[config.mk]
export PLATFORM = sky130hd
export DESIGN_NAME = cfg_loader
export DESIGN_NICKNAME = d
export VERILOG_FILES = /design/src/rtl/cfg_pkg.sv /design/src/rtl/cfg_serializer.sv /design/src/rtl/cfg_loader.sv
export SDC_FILE = /design/constraint.sdc
export NUM_CORES = 1
export LEC_CHECK = 0
export CORE_ASPECT_RATIO = 0.6
export CORE_MARGIN = 2
export CORE_UTILIZATION = 25
export CTS_BUF_LIST = sky130_fd_sc_hd__clkbuf_4 sky130_fd_sc_hd__clkbuf_8 sky130_fd_sc_hd__clkbuf_16
export DETAILED_ROUTE_END_ITERATION = 6
export PLACE_DENSITY = 0.46
export SYNTH_ARGS = -nofsm -noshare
export SYNTH_HDL_FRONTEND = slang
export SYNTH_HIERARCHICAL = 1
export SYNTH_SLANG_ARGS = --single-unit
[constraint.sdc]
create_clock -name clk -period 6.6 [get_ports clk]
set_input_delay 1.32 -clock clk [delete_from_list [all_inputs] [get_ports clk]]
set_output_delay 1.32 -clock clk [all_outputs]
set_load 0.02 [all_outputs]
[src/rtl/cfg_pkg.sv]
// Shared definitions for the configuration-chain loader: FSM states,
// header field layout and the default chunk packing.
`ifndef ID_WIDTH
`define ID_WIDTH 8
`endif

package cfg_pkg;

    typedef enum logic [1:0] {
        IDLE  = 2'd0,
        LOAD  = 2'd1,
        SHIFT = 2'd2,
        WAIT  = 2'd3
    } cfg_state_e;

    localparam int HDR_ID_LSB    = 0;
    localparam int HDR_N_LSB     = 16;
    localparam int HDR_N_W       = 16;

    localparam int DEF_WORD_W    = 32;
    localparam int DEF_SHIFT_LEN = 16;
    localparam int CPW           = DEF_WORD_W / DEF_SHIFT_LEN;

    // Chunks carried by one host word for a given word/chunk geometry.
    function automatic int chunksPerWord(input int wordW, input int shiftLen);
        return wordW / shiftLen;
    endfunction

endpackage

[src/rtl/cfg_serializer.sv]
// Serialises one chunk (ID bits then payload bits, both LSB-first) onto a
// single bit line, with a start strobe on the first bit. A new load on the
// cycle flagged by last_o continues with no gap between chunks.
module cfg_serializer #(
    parameter int ID_WIDTH  = 8,
    parameter int SHIFT_LEN = 16
) (
    input  logic                 clk,
    input  logic                 crst,
    input  logic                 load_i,
    input  logic [ID_WIDTH-1:0]  id_i,
    input  logic [SHIFT_LEN-1:0] data_i,
    output logic                 start_o,
    output logic                 bit_o,
    output logic                 last_o
);

    localparam int TOTAL = ID_WIDTH + SHIFT_LEN;
    localparam int CW    = $clog2(TOTAL);
    localparam logic [CW-1:0] LAST_IDX = CW'(TOTAL - 1);

    logic [TOTAL-1:0] shQ, shD;
    logic [CW-1:0]    cntQ, cntD;
    logic             activeQ, activeD;
    logic             startQ, startD;
    logic             bitQ, bitD;

    assign last_o  = activeQ && (cntQ == LAST_IDX);
    assign start_o = startQ;
    assign bit_o   = bitQ;

    // Next-state: a load presents ID[0] immediately and keeps the rest queued;
    // otherwise shift until the last bit, then drive the line low.
    always_comb begin
        shD     = shQ;
        cntD    = cntQ;
        activeD = activeQ;
        startD  = 1'b0;
        bitD    = 1'b0;
        if (load_i) begin
            shD     = {data_i, id_i} >> 1;
            bitD    = id_i[0];
            startD  = 1'b1;
            cntD    = '0;
            activeD = 1'b1;
        end else if (activeQ && !last_o) begin
            bitD = shQ[0];
            shD  = shQ >> 1;
            cntD = cntQ + 1'b1;
        end else begin
            activeD = 1'b0;
            cntD    = '0;
        end
    end

    // Serializer registers; the output bit and strobe are registered here.
    always_ff @(posedge clk or posedge crst) begin
        if (crst) begin
            shQ     <= '0;
            cntQ    <= '0;
            activeQ <= 1'b0;
            startQ  <= 1'b0;
            bitQ    <= 1'b0;
        end else begin
            shQ     <= shD;
            cntQ    <= cntD;
            activeQ <= activeD;
            startQ  <= startD;
            bitQ    <= bitD;
        end
    end

endmodule

[src/rtl/cfg_loader.sv]
// Host-side driver of the tile configuration chain: takes a header word and
// packed payload words over valid/ready, serialises each chunk tagged with the
// target tile ID, then waits for the chain's returning start pulse.
module cfg_loader
    import cfg_pkg::*;
#(
    parameter int ID_WIDTH  = `ID_WIDTH,
    parameter int SHIFT_LEN = 16,
    parameter int WORD_W    = 32,
    parameter int TIMEOUT   = 4096
) (
    input  logic              clk,
    input  logic              crst,
    input  logic [WORD_W-1:0] in_data,
    input  logic              in_valid,
    output logic              in_ready,
    output logic              cfg_in_start,
    output logic              cfg_bit_in,
    input  logic              chain_ret_start,
    output logic              busy,
    output logic              done,
    output logic              err
);

    localparam int WORD_CHUNKS = chunksPerWord(WORD_W, SHIFT_LEN);
    localparam int WLW         = $clog2(WORD_CHUNKS + 1);
    localparam int TW          = $clog2(TIMEOUT);
    localparam logic [TW-1:0] TMO_MAX = TW'(TIMEOUT - 1);

    cfg_state_e           stateQ, stateD;
    logic                 readyQ, readyD;
    logic [ID_WIDTH-1:0]  idQ, idD;
    logic [HDR_N_W-1:0]   chunkCntQ, chunkCntD;
    logic [WORD_W-1:0]    wordQ, wordD;
    logic [WLW-1:0]       wordLeftQ, wordLeftD;
    logic [TW-1:0]        tmoQ, tmoD;
    logic                 doneQ, doneD;
    logic                 errQ, errD;

    logic                 hs;
    logic                 serLoad;
    logic [SHIFT_LEN-1:0] serData;
    logic                 serLast;
    logic [HDR_N_W-1:0]   hdrN;
    logic [ID_WIDTH-1:0]  hdrId;

    assign hs    = in_valid && readyQ;
    assign hdrN  = in_data[HDR_N_LSB +: HDR_N_W];
    assign hdrId = in_data[HDR_ID_LSB +: ID_WIDTH];

    assign in_ready = readyQ;
    assign busy     = (stateQ != IDLE);
    assign done     = doneQ;
    assign err      = errQ;

    cfg_serializer #(
        .ID_WIDTH  (ID_WIDTH),
        .SHIFT_LEN (SHIFT_LEN)
    ) u_ser (
        .clk     (clk),
        .crst    (crst),
        .load_i  (serLoad),
        .id_i    (idQ),
        .data_i  (serData),
        .start_o (cfg_in_start),
        .bit_o   (cfg_bit_in),
        .last_o  (serLast)
    );

    // Frame FSM: header decode, word intake, chunk sequencing and return wait.
    // The remaining chunks of a word sit right-justified in wordQ.
    always_comb begin
        stateD    = stateQ;
        idD       = idQ;
        chunkCntD = chunkCntQ;
        wordD     = wordQ;
        wordLeftD = wordLeftQ;
        tmoD      = tmoQ;
        doneD     = 1'b0;
        errD      = errQ;
        serLoad   = 1'b0;
        serData   = wordQ[SHIFT_LEN-1:0];
        case (stateQ)
            IDLE: begin
                if (hs) begin
                    idD       = hdrId;
                    chunkCntD = hdrN;
                    errD      = 1'b0;
                    if (hdrN == '0) begin
                        doneD = 1'b1;
                    end else begin
                        stateD = LOAD;
                    end
                end
            end
            LOAD: begin
                if (hs) begin
                    serLoad   = 1'b1;
                    serData   = in_data[SHIFT_LEN-1:0];
                    wordD     = in_data >> SHIFT_LEN;
                    wordLeftD = WLW'(WORD_CHUNKS - 1);
                    chunkCntD = chunkCntQ - 1'b1;
                    stateD    = SHIFT;
                end
            end
            SHIFT: begin
                if (serLast) begin
                    if (chunkCntQ == '0) begin
                        stateD = WAIT;
                        tmoD   = '0;
                    end else if (wordLeftQ != '0) begin
                        serLoad   = 1'b1;
                        serData   = wordQ[SHIFT_LEN-1:0];
                        wordD     = wordQ >> SHIFT_LEN;
                        wordLeftD = wordLeftQ - 1'b1;
                        chunkCntD = chunkCntQ - 1'b1;
                    end else begin
                        stateD = LOAD;
                    end
                end
            end
            WAIT: begin
                if (chain_ret_start) begin
                    doneD  = 1'b1;
                    stateD = IDLE;
                end else if (tmoQ == TMO_MAX) begin
                    errD   = 1'b1;
                    stateD = IDLE;
                end else begin
                    tmoD = tmoQ + 1'b1;
                end
            end
            default: stateD = IDLE;
        endcase
        readyD = (stateD == IDLE) || (stateD == LOAD);
    end

    // Control registers; in_ready is registered so it stays low under reset.
    always_ff @(posedge clk or posedge crst) begin
        if (crst) begin
            stateQ    <= IDLE;
            readyQ    <= 1'b0;
            idQ       <= '0;
            chunkCntQ <= '0;
            wordQ     <= '0;
            wordLeftQ <= '0;
            tmoQ      <= '0;
            doneQ     <= 1'b0;
            errQ      <= 1'b0;
        end else begin
            stateQ    <= stateD;
            readyQ    <= readyD;
            idQ       <= idD;
            chunkCntQ <= chunkCntD;
            wordQ     <= wordD;
            wordLeftQ <= wordLeftD;
            tmoQ      <= tmoD;
            doneQ     <= doneD;
            errQ      <= errD;
        end
    end

endmodule

==> run summary, run 1 <==
Hold Path Class - flip-flop to flip-flop
H-tree lvl count - 3
Fillers - 1999
Yosys reg bits - 90
pre-CTS setup slack - 2820 ps
Die Ht - 112 um
post-route setup slack - 3110 ps
f_max - 286 MHz
Min-Delay Path Depth - 1
most common flop cell mapped by yosys - dfrtp_1
Worst-path clk slew - 70 ps
P&R area growth vs syn - 19.1%
CP Class - flip-flop to flip-flop
normalized max-slew margin - 28.1%
Post-synth EDFFs - 0
Pins Over Slew Limit - 0
Synth async-reset ratio - 100%
worst slew pin tran - 1080 ps
initial antenna violation count - 0
Post-DRT Antenna Nets - 0
syn avg cell area - 9.74 sq um
CTS tree - done
register area share after synthesis - 46.0%
Core ar. - 19100 sq um
antenna cells - 0
# rows - 39
die width - 185 um
Fin. Hold Viols - 0
full die area - 20700 sq um
Crit Path Max Fanout - 25
number of setup buffers added after CTS - 0
GP Congestion - 0.785
crit share post-route - 52.9%
Mapped Area - 4890 sq um
Setup crit start kind - flip-flop
worst endpoint required time - 6820 ps
Post-CTS Resized - 0
drt pass-1 iters - 5
total of max-cap violations - 0
CTS root buffer - clkbuf_16
setup TNS - 0 ps
Pwr per Cell Area - 435 nW/um^2
WL/cell - 16.6 um
hold_buf cts - 0
CTS Buf Count - 9
YS warnings - 6
via count - 4021
share of cells above drive strength 1 - 10.4%
clk_lat worst skew - 340 ps
vias in the first global route - 3943
leakage power - 2.27 nW
global route total overflow - 0
via-per-instance ratio - 5.05
RSZ-0062 raised after global routing - false
first-pass GRT wire length - 21500 um
clock buffer depth - 2
worst r2r path cells - 8
peak supply drop - 0.141 mV
Initial DRC Count - 275
placed wire-length estimate - 9490 um
endpoint type of the worst setup path - flip-flop
initial core utilization - 25.6%
Post-Route WL - 13200 um
largest net degree at the start of global routing - 60
Remaining DRCs - 0
Unique masters post-synth - 60
Synth Net Count - 548
Clock Skews - 8.10 ps
fin nets - 572
status - finished, final reports clean
min Tclk post-route - 3490 ps
Top Ports - 42
crit path DAT - 3710 ps
CTS sink count - 90
Cells after Synth - 502
Port Buffers - 41
Total GRT Usage - 13.3%
Setup violations, final - 0
==> power by group <==
part	internal, mW	switching [mW]	total (mW)
clock	0.335	0.233	0.568
sequential	0.777	0.195	0.971
combinational	0.452	0.543	0.995
==> metrics by stage <==
step	hold WS [ps]	power, mW	util [%]	std cells	cell area (sq um)
after floorplan	434	1.72	-	502	4890
after global placement	465	1.94	28.8	781	5500
after detailed placement	471	1.98	28.8	781	5500
after CTS	485	2.56	30.5	797	5830
after global routing	505	2.73	30.5	797	5830
final	482	2.53	30.5	797	5830
==> logic make-up (layout without fill, tap and decap cells) <==
| logic type | Yosys count | count (layout) | synth area share, % |
|---|---|---|---|
| AND/OR/NAND/NOR | 149 | 149 | 17.6 |
| adder cells (fa/ha/maj) | 10 | 10 | 2.56 |
| XOR/XNOR | 4 | 4 | 0.716 |
| multiplexers | 25 | 25 | 5.73 |
| AO/OA/AOI/OAI | 177 | 177 | 22.8 |
| flip-flops | 90 | 90 | 46.0 |
| buffers and inverters | 47 | 76 | 4.55 |
==> placed cells by master, fill, tap and decap left out, types with 5 or more instances in the layout <==
cell type	n
a21oi_1	57
a22o_1	17
a31oi_1	24
buf_4	5
clkbuf_16	9
clkdlybuf4s50_1	41
dfrtp_1	90
ha_1	10
inv_1	11
mux2_2	24
nand2_1	32
nand2b_1	7
nand3_1	17
nor2_1	17
nor2b_1	24
nor3_1	5
nor4_1	7
o21ai_0	20
o21ai_1	19
o22ai_1	5
o31ai_1	10
or4_1	9
==> path summary, 6_finish.rpt <==
kind | slack, ps | end | start
max in group asynchronous | 4520 | chunkCntQ[2] | crst
min in group asynchronous | 1430 | u_ser/shQ[17] | crst
worst max-delay path | 3110 | chunkCntQ[6] | u_ser/cntQ[0]
worst min-delay path | 480 | wordLeftQ[1] | wordLeftQ[1]
worst max register to register | 3110 | chunkCntQ[6] | u_ser/cntQ[0]
worst min register to register | 480 | wordLeftQ[1] | wordLeftQ[1]
==> critical path, stage by stage (launching register included) <==
cell and delay [ps]:
dfrtp_1 410, ha_1 280, nand4b_2 620, nor2_1 640, inv_2 130, or4_1 590
o21ai_1 170, buf_4 270, o2bb2a_1 250
==> flip-flops by register name, indices dropped and copies added, names as in the netlist, named ones only <==
register       count
u_ser/shQ         23
chunkCntQ         16
wordQ             16
tmoQ              12
idQ                8
u_ser/cntQ         5
wordLeftQ          2
done               1
err                1
in_ready           1
stateQ             1
u_ser/activeQ      1
u_ser/bit_o        1
u_ser/start_o      1
==> per-layer routing <==
| layer | GRT usage [%] | routed length, um | vias up |
|---|---|---|---|
| met5 | 0 | 0 | - |
| met4 | 3.79 | 231 | 0 |
| met3 | 2.92 | 592 | 17 |
| met2 | 17.8 | 5390 | 104 |
| met1 | 20.8 | 6990 | 1970 |
| li1 | - | - | 1930 |
==> area by class of cell <==
cell class	instances	area [sq um]	area share [%]
Multi-Input combinational cell	365	2420	41.5
Sequential cell	90	2250	38.7
Timing Repair Buffer	46	448	7.69
Tap cell	266	333	5.71
Clock buffer	9	225	3.87
Clock inverter	7	100	1.72
Inverter	14	52.6	0.902
==> cell usage after synthesis (all sizes together) (8+ instances only) <==
master / count / area (sq um)
nand3: 17 / 85.1
mux2: 24 / 270
o31ai: 10 / 75.1
o21ai: 39 / 195
nor4: 8 / 56.3
inv: 14 / 52.6
a21oi: 57 / 285
nor2b: 24 / 150
a31oi: 24 / 150
nand2: 32 / 120
ha: 10 / 125
buf: 12 / 90.1
dfrtp: 90 / 2250
clkbuf: 21 / 80.1
a22o: 17 / 149
or4: 9 / 67.6
nor2: 17 / 63.8
Power figures use the tool's default switching activity.
==> inputs of run 2 (changes only) <==
--- a/config.mk
+++ b/config.mk
@@ -10,7 +10,7 @@
 export CORE_UTILIZATION = 25
 export CTS_BUF_LIST = sky130_fd_sc_hd__clkbuf_4 sky130_fd_sc_hd__clkbuf_8 sky130_fd_sc_hd__clkbuf_16
 export DETAILED_ROUTE_END_ITERATION = 6
-export PLACE_DENSITY = 0.46
+export PLACE_DENSITY = 0.47
 export SYNTH_ARGS = -nofsm -noshare
 export SYNTH_HDL_FRONTEND = slang
 export SYNTH_HIERARCHICAL = 1
==> constraint.sdc (replaced) <==
create_clock -name clk -period 3 [get_ports clk]
set_input_delay 0.6 -clock clk [delete_from_list [all_inputs] [get_ports clk]]
set_output_delay 0.6 -clock clk [all_outputs]
set_load 0.02 [all_outputs]
==> run summary, run 2 (synthesized netlist as in run 1, its figures left out) <==
placed wire-length estimate - 9680 um (+1.9%)
crit path DAT - 2810 ps (-900 ps)
Setup violations, final - 0 (unchanged)
part of the power in registers - 37.3% (-1.0 points)
min Tclk post-route - 2610 ps (-887 ps)
setup TNS - 0 ps (unchanged)
Post-CTS Resized - 0 (unchanged)
die width - 185 um (unchanged)
full die area - 20700 sq um (unchanged)
Remaining DRCs - 0 (unchanged)
most common cell after layout, fill and taps aside - dfrtp_1
Pins Over Slew Limit - 0 (unchanged)
CTS sink count - 90 (unchanged)
clk_lat worst skew - 350 ps (about the same)
via count - 4065 (+1.1%)
normalized max-slew margin - 37.4% (+9.4 points)
Setup crit start kind - flip-flop
H-tree lvl count - 3 (unchanged)
Crit Path Max Fanout - 10 (-60%)
peak supply drop - 0.326 mV (+130%)
Finished Layout Cells - 808 (+1.4%)
first-pass GRT wire length - 22100 um (+2.8%)
post-placement cell count - 792 (+1.4%)
CP Class - flip-flop to flip-flop
CP max stage delay - 610 ps (-30 ps)
reg-to-reg startpoint - chunkCntQ[9]
CTS root buffer - clkbuf_16
Post-DRT Antenna Nets - 0 (unchanged)
max reg flops - 23 (unchanged)
vias in the first global route - 4037 (+2.4%)
RSZ-0062 raised after global routing - false
GP Congestion - 0.758 (-3.4%)
fin nets - 583 (+1.9%)
Total GRT Usage - 13.5% (+0.27 points)
worst endpoint required time - 3200 ps (-3620 ps)
Min-Delay Startpoint - u_ser/cntQ[0]
Pint - 3.48 mW (+120%)
Psw - 2.15 mW (+120%)
clock power share - 22.3% (about the same)
drt pass-1 iters - 5 (unchanged)
commonest non-fill, non-tap cells in the layout - dfrtp_1 (90), a21oi_1 (57), clkdlybuf4s50_1 (41)
worst slew pin tran - 935 ps (-140 ps)
WL/cell - 16.6 um (+0.33%)
Regs by FF count - u_ser/shQ x23, chunkCntQ x16, wordQ x16
CTS tree - done
Initial DRC Count - 377 (+37%)
switch share - 38.2% (-0.14 points)
worst setup path start - chunkCntQ[9]
Pwr per Cell Area - 952 nW/um^2 (+120%)
CP Buf/Inv Count - 0 (-2)
Fin. Hold Viols - 0 (unchanged)
crit share post-route - 86.9% (+34 points)
Comb pwr share - 40.4% (+1.1 points)
clock buffer depth - 2 (unchanged)
global route total overflow - 0 (unchanged)
Cell Chain, Critical Path - nor3_1 > nor4b_1 > nand3_1 > nor3_2 > nor2_1
Top Ports - 42 (unchanged)
Clock Skews - 9.08 ps (+0.982 ps)
Core ar. - 19100 sq um (unchanged)
number of setup buffers added after CTS - 0 (unchanged)
initial core utilization - 25.6% (unchanged)
# rows - 39 (unchanged)
Worst-path clk slew - 70 ps (about the same)
share of cells above drive strength 1 - 12.2% (+1.8 points)
status - finished, final reports clean
Die Ht - 112 um (unchanged)
leakage power - 2.32 nW (+2.6%)
initial antenna violation count - 0 (unchanged)
Hold Path Class - flip-flop to flip-flop
P&R area growth vs syn - 20.8%
critical path's slowest cell - nor4b_1
total of max-cap violations - 0 (unchanged)
endpoint type of the worst setup path - flip-flop
f_max - 384 MHz (+34%)
CTS Buf Count - 9 (unchanged)
Largest Register - u_ser/shQ
cell family with most CP delay - simple AND/OR/NAND/NOR gates
antenna cells - 0 (unchanged)
largest net degree at the start of global routing - 45 (-25%)
Fillers - 1978 (-1.1%)
Port Buffers - 41 (unchanged)
via-per-instance ratio - 5.03 (-0.28%)
Post-Route WL - 13400 um (+1.7%)
hold_buf cts - 0 (unchanged)
[run 2: changes by cell type in the layout (fill, tap and decap cells not counted)]
cell	before	now
buf_4	5	16
clkinvlp_4	3	2
clkinv_4	0	1
[run 2: worst paths after layout]
path / endpoint / slack (ps) / cells after the start
min in group asynchronous: tmoQ[3] / 680 / 2
max in group asynchronous: chunkCntQ[7] / 1540 / 3
worst min register to register: u_ser/cntQ[0] / 470 / 1
worst min-delay path: u_ser/cntQ[0] / 470 / 1
worst max register to register: tmoQ[8] / 390 / 5
worst max-delay path: tmoQ[8] / 390 / 5
[run 2: final cells by class]
class / count / area [sq um] / share of cell area (%)
Sequential cell: 90 / 2250 / 38.1
Inverter: 14 / 52.6 / 0.889
Timing Repair Buffer: 57 / 531 / 8.98
Tap cell: 266 / 333 / 5.63
Clock buffer: 9 / 225 / 3.81
Multi-Input combinational cell: 365 / 2420 / 40.9
Clock inverter: 7 / 101 / 1.71
[run 2: power by group through the flow]
stage / registers (mW) / clock network (mW) / logic, mW
after floorplan: 2.00 / 0 / 1.78
after global placement: 2.11 / 0 / 2.21
after detailed placement: 2.11 / 0 / 2.27
after CTS: 2.10 / 1.30 / 2.29
after global routing: 2.17 / 1.35 / 2.56
final: 2.10 / 1.26 / 2.27
[run 2: layer usage]
| metal | global-route usage, % | routed length (um) | vias to the layer above | share of wire (%) |
|---|---|---|---|---|
| li1 | - | - | 1950 | - |
| met1 | 21.5 | 7430 | 2021 | 55 |
| met2 | 18.1 | 5380 | 81 | 40 |
| met3 | 2.79 | 480 | 13 | 3.6 |
| met4 | 3.57 | 144 | 0 | 1.1 |
| met5 | 0 | 0 | - | 0 |
[run 2: worst register-to-register path, stage by stage, from the launching register on]
cell and delay [ps]:
dfrtp_1 420, nor3_1 450, nor4b_1 610, nand3_1 240, nor3_2 610, nor2_1 120
[run 2: metrics by stage]
stage | power [mW] | utilization, % | hold slack, ps | setup WS [ps] | area, sq um
6_report | 5.63 | 31.0 | 475 | 394 | 5910
5_1_grt | 6.08 | 31.0 | 505 | 101 | 5910
4_1_cts | 5.68 | 31.0 | 478 | 398 | 5910
3_5_place_dp | 4.39 | 29.3 | 469 | 391 | 5580
3_3_place_gp | 4.32 | 29.3 | 471 | 442 | 5580
2_1_floorplan | 3.78 | - | 434 | 367 | 4890
==> inputs of run 3 (changes only) <==
--- a/config.mk
+++ b/config.mk
@@ -6,7 +6,7 @@
 export NUM_CORES = 1
 export LEC_CHECK = 0
 export CORE_ASPECT_RATIO = 0.6
-export CORE_MARGIN = 2
+export CORE_MARGIN = 5
 export CORE_UTILIZATION = 25
 export CTS_BUF_LIST = sky130_fd_sc_hd__clkbuf_4 sky130_fd_sc_hd__clkbuf_8 sky130_fd_sc_hd__clkbuf_16
 export DETAILED_ROUTE_END_ITERATION = 6
==> run summary, run 3 (synthesized netlist as in run 1, its figures left out) <==
status - finished, final reports clean
Worst-path clk slew - 70 ps (about the same)
drt pass-1 iters - 5 (unchanged)
Total GRT Usage - 12.5% (-1.1 points)
via-per-instance ratio - 5.03 (about the same)
Clock Skews - 7.88 ps (-1.20 ps)
worst endpoint required time - 3230 ps (+30 ps)
min Tclk post-route - 2620 ps (+16.4 ps)
crit path DAT - 2850 ps (+40 ps)
CTS sink count - 90 (unchanged)
antenna cells - 0 (unchanged)
Fin. Hold Viols - 0 (unchanged)
clk_lat worst skew - 350 ps (about the same)
leakage power - 2.31 nW (-0.68%)
commonest non-fill, non-tap cells in the layout - dfrtp_1 (90), a21oi_1 (57), clkdlybuf4s50_1 (41)
Die Ht - 118 um (+5.3%)
endpoint type of the worst setup path - flip-flop
Regs by FF count - u_ser/shQ x23, chunkCntQ x16, wordQ x16
Remaining DRCs - 0 (unchanged)
die width - 191 um (+3.3%)
CP Class - flip-flop to flip-flop
fin nets - 581 (-0.34%)
Largest Register - u_ser/shQ
worst setup path endpoint - u_ser/shQ[2]
Setup violations, final - 0 (unchanged)
Top Ports - 42 (unchanged)
Finished Layout Cells - 806 (-0.25%)
Reg2Reg Setup Slack - 380 ps (-20 ps)
Worst path depth - 9 (+4)
# rows - 39 (unchanged)
worst slew pin tran - 980 ps (+45.2 ps)
hold_buf cts - 0 (unchanged)
number of setup buffers added after CTS - 0 (unchanged)
cell family with most CP delay - simple AND/OR/NAND/NOR gates
global route total overflow - 0 (unchanged)
Hold Path Class - flip-flop to flip-flop
most common cell after layout, fill and taps aside - dfrtp_1
M1 wire length - 7390 um (-0.55%)
reg-to-reg startpoint - chunkCntQ[0]
first-pass GRT wire length - 22600 um (+2.5%)
via count - 4054 (-0.27%)
pre-CTS setup slack - 406 ps (+15.1 ps)
Post-Route WL - 13600 um (+1.6%)
Fillers - 2012 (+1.7%)
CTS tree - done
vias in the first global route - 4092 (+1.4%)
P&R area growth vs syn - 19.9%
initial antenna violation count - 0 (unchanged)
Setup crit start kind - flip-flop
post-placement cell count - 790 (-0.25%)
WL/cell - 16.9 um (+1.9%)
total of max-cap violations - 0 (unchanged)
worst setup path start - chunkCntQ[0]
clock buffer depth - 2 (unchanged)
CTS root buffer - clkbuf_16
Register Area - 2250 sq um (unchanged)
setup TNS - 0 ps (unchanged)
Port Buffers - 41 (unchanged)
Post-CTS Resized - 0 (unchanged)
post-layout util - 30.6% (-0.33 points)
Crit Path Max Fanout - 42 (+32)
CP max stage delay - 480 ps (-130 ps)
critical path's slowest cell - and4_1
worst r2r path cells - 9 (+4)
max reg flops - 23 (unchanged)
worst flop-to-flop path endpoint - u_ser/shQ[2]
CP Buf/Inv Count - 2 (+2)
share of cells above drive strength 1 - 11.9% (-0.33 points)
Cell Chain, Critical Path - inv_1 > ha_1 > nor4b_2 > and4_1 > o31ai_1 > and2_1 > buf_4 > a31oi_1 > a21oi_1
initial core utilization - 25.6% (-0.065 points)
f_max - 381 MHz (-0.63%)
top layer reached by signal wires - met4
post-route setup slack - 377 ps (-16.4 ps)
crit share post-route - 87.4% (+0.55 points)
placed wire-length estimate - 9800 um (+1.3%)
normalized max-slew margin - 34.4% (-3.0 points)
multi-input logic area - 2420 sq um (unchanged)
full die area - 22600 sq um (+8.8%)
met3 WL - 571 um (+19%)
CTS Buf Count - 9 (unchanged)
Pwr per Cell Area - 934 nW/um^2 (-1.9%)
met2 wire length - 5600 um (+4.1%)
H-tree lvl count - 3 (unchanged)
peak supply drop - 0.300 mV (-8.1%)
Initial DRC Count - 296 (-21%)
Post-DRT Antenna Nets - 0 (unchanged)
RSZ-0062 raised after global routing - false
Core ar. - 19100 sq um (+0.26%)
largest net degree at the start of global routing - 60 (+33%)
GP Congestion - 0.780 (+3.0%)
Pins Over Slew Limit - 0 (unchanged)
run 3: layout make-up:
class	instances	share of cell area, %
inverters	14	0.896
multi-input cells	365	41.2
well taps	266	5.68
clock inverters	6	0.704
clock buffers	10	4.08
repair buffers	55	9.01
flip-flops and latches	90	38.4
run 3: report_power, final:
group          leakage (nW)  total [mW]  switching (mW)  internal, mW
clock                 0.143        1.09           0.501         0.586
combinational          1.06        2.29            1.26          1.03
sequential             1.11        2.10           0.391          1.71
run 3: worst min path at each step:
stage                             start            end  slack (ps)  depth (start not counted)
final                     u_ser/cntQ[0]  u_ser/cntQ[0]         470                          1
after global routing      u_ser/cntQ[0]  u_ser/cntQ[0]         490                          1
after CTS                 u_ser/cntQ[0]  u_ser/cntQ[0]         480                          1
after detailed placement   wordLeftQ[1]   wordLeftQ[1]         470                          1
after global placement     wordLeftQ[1]   wordLeftQ[1]         460                          1
after floorplan           u_ser/cntQ[0]  u_ser/cntQ[0]         430                          1
run 3: through the flow:
stage                     hold WS [ps]  cell area (sq um)  total power, mW
after floorplan                    434               4890             3.78
after global placement             463               5580             4.32
after detailed placement           469               5580             4.40
after CTS                          478               5860             5.53
after global routing               491               5860             5.91
final                              468               5860             5.48
run 3: layer usage:
metal	track usage, %	up-vias
li1	-	1946
met1	19.1	2016
met2	17.5	83
met3	3.39	9
met4	2.33	0
met5	0	-
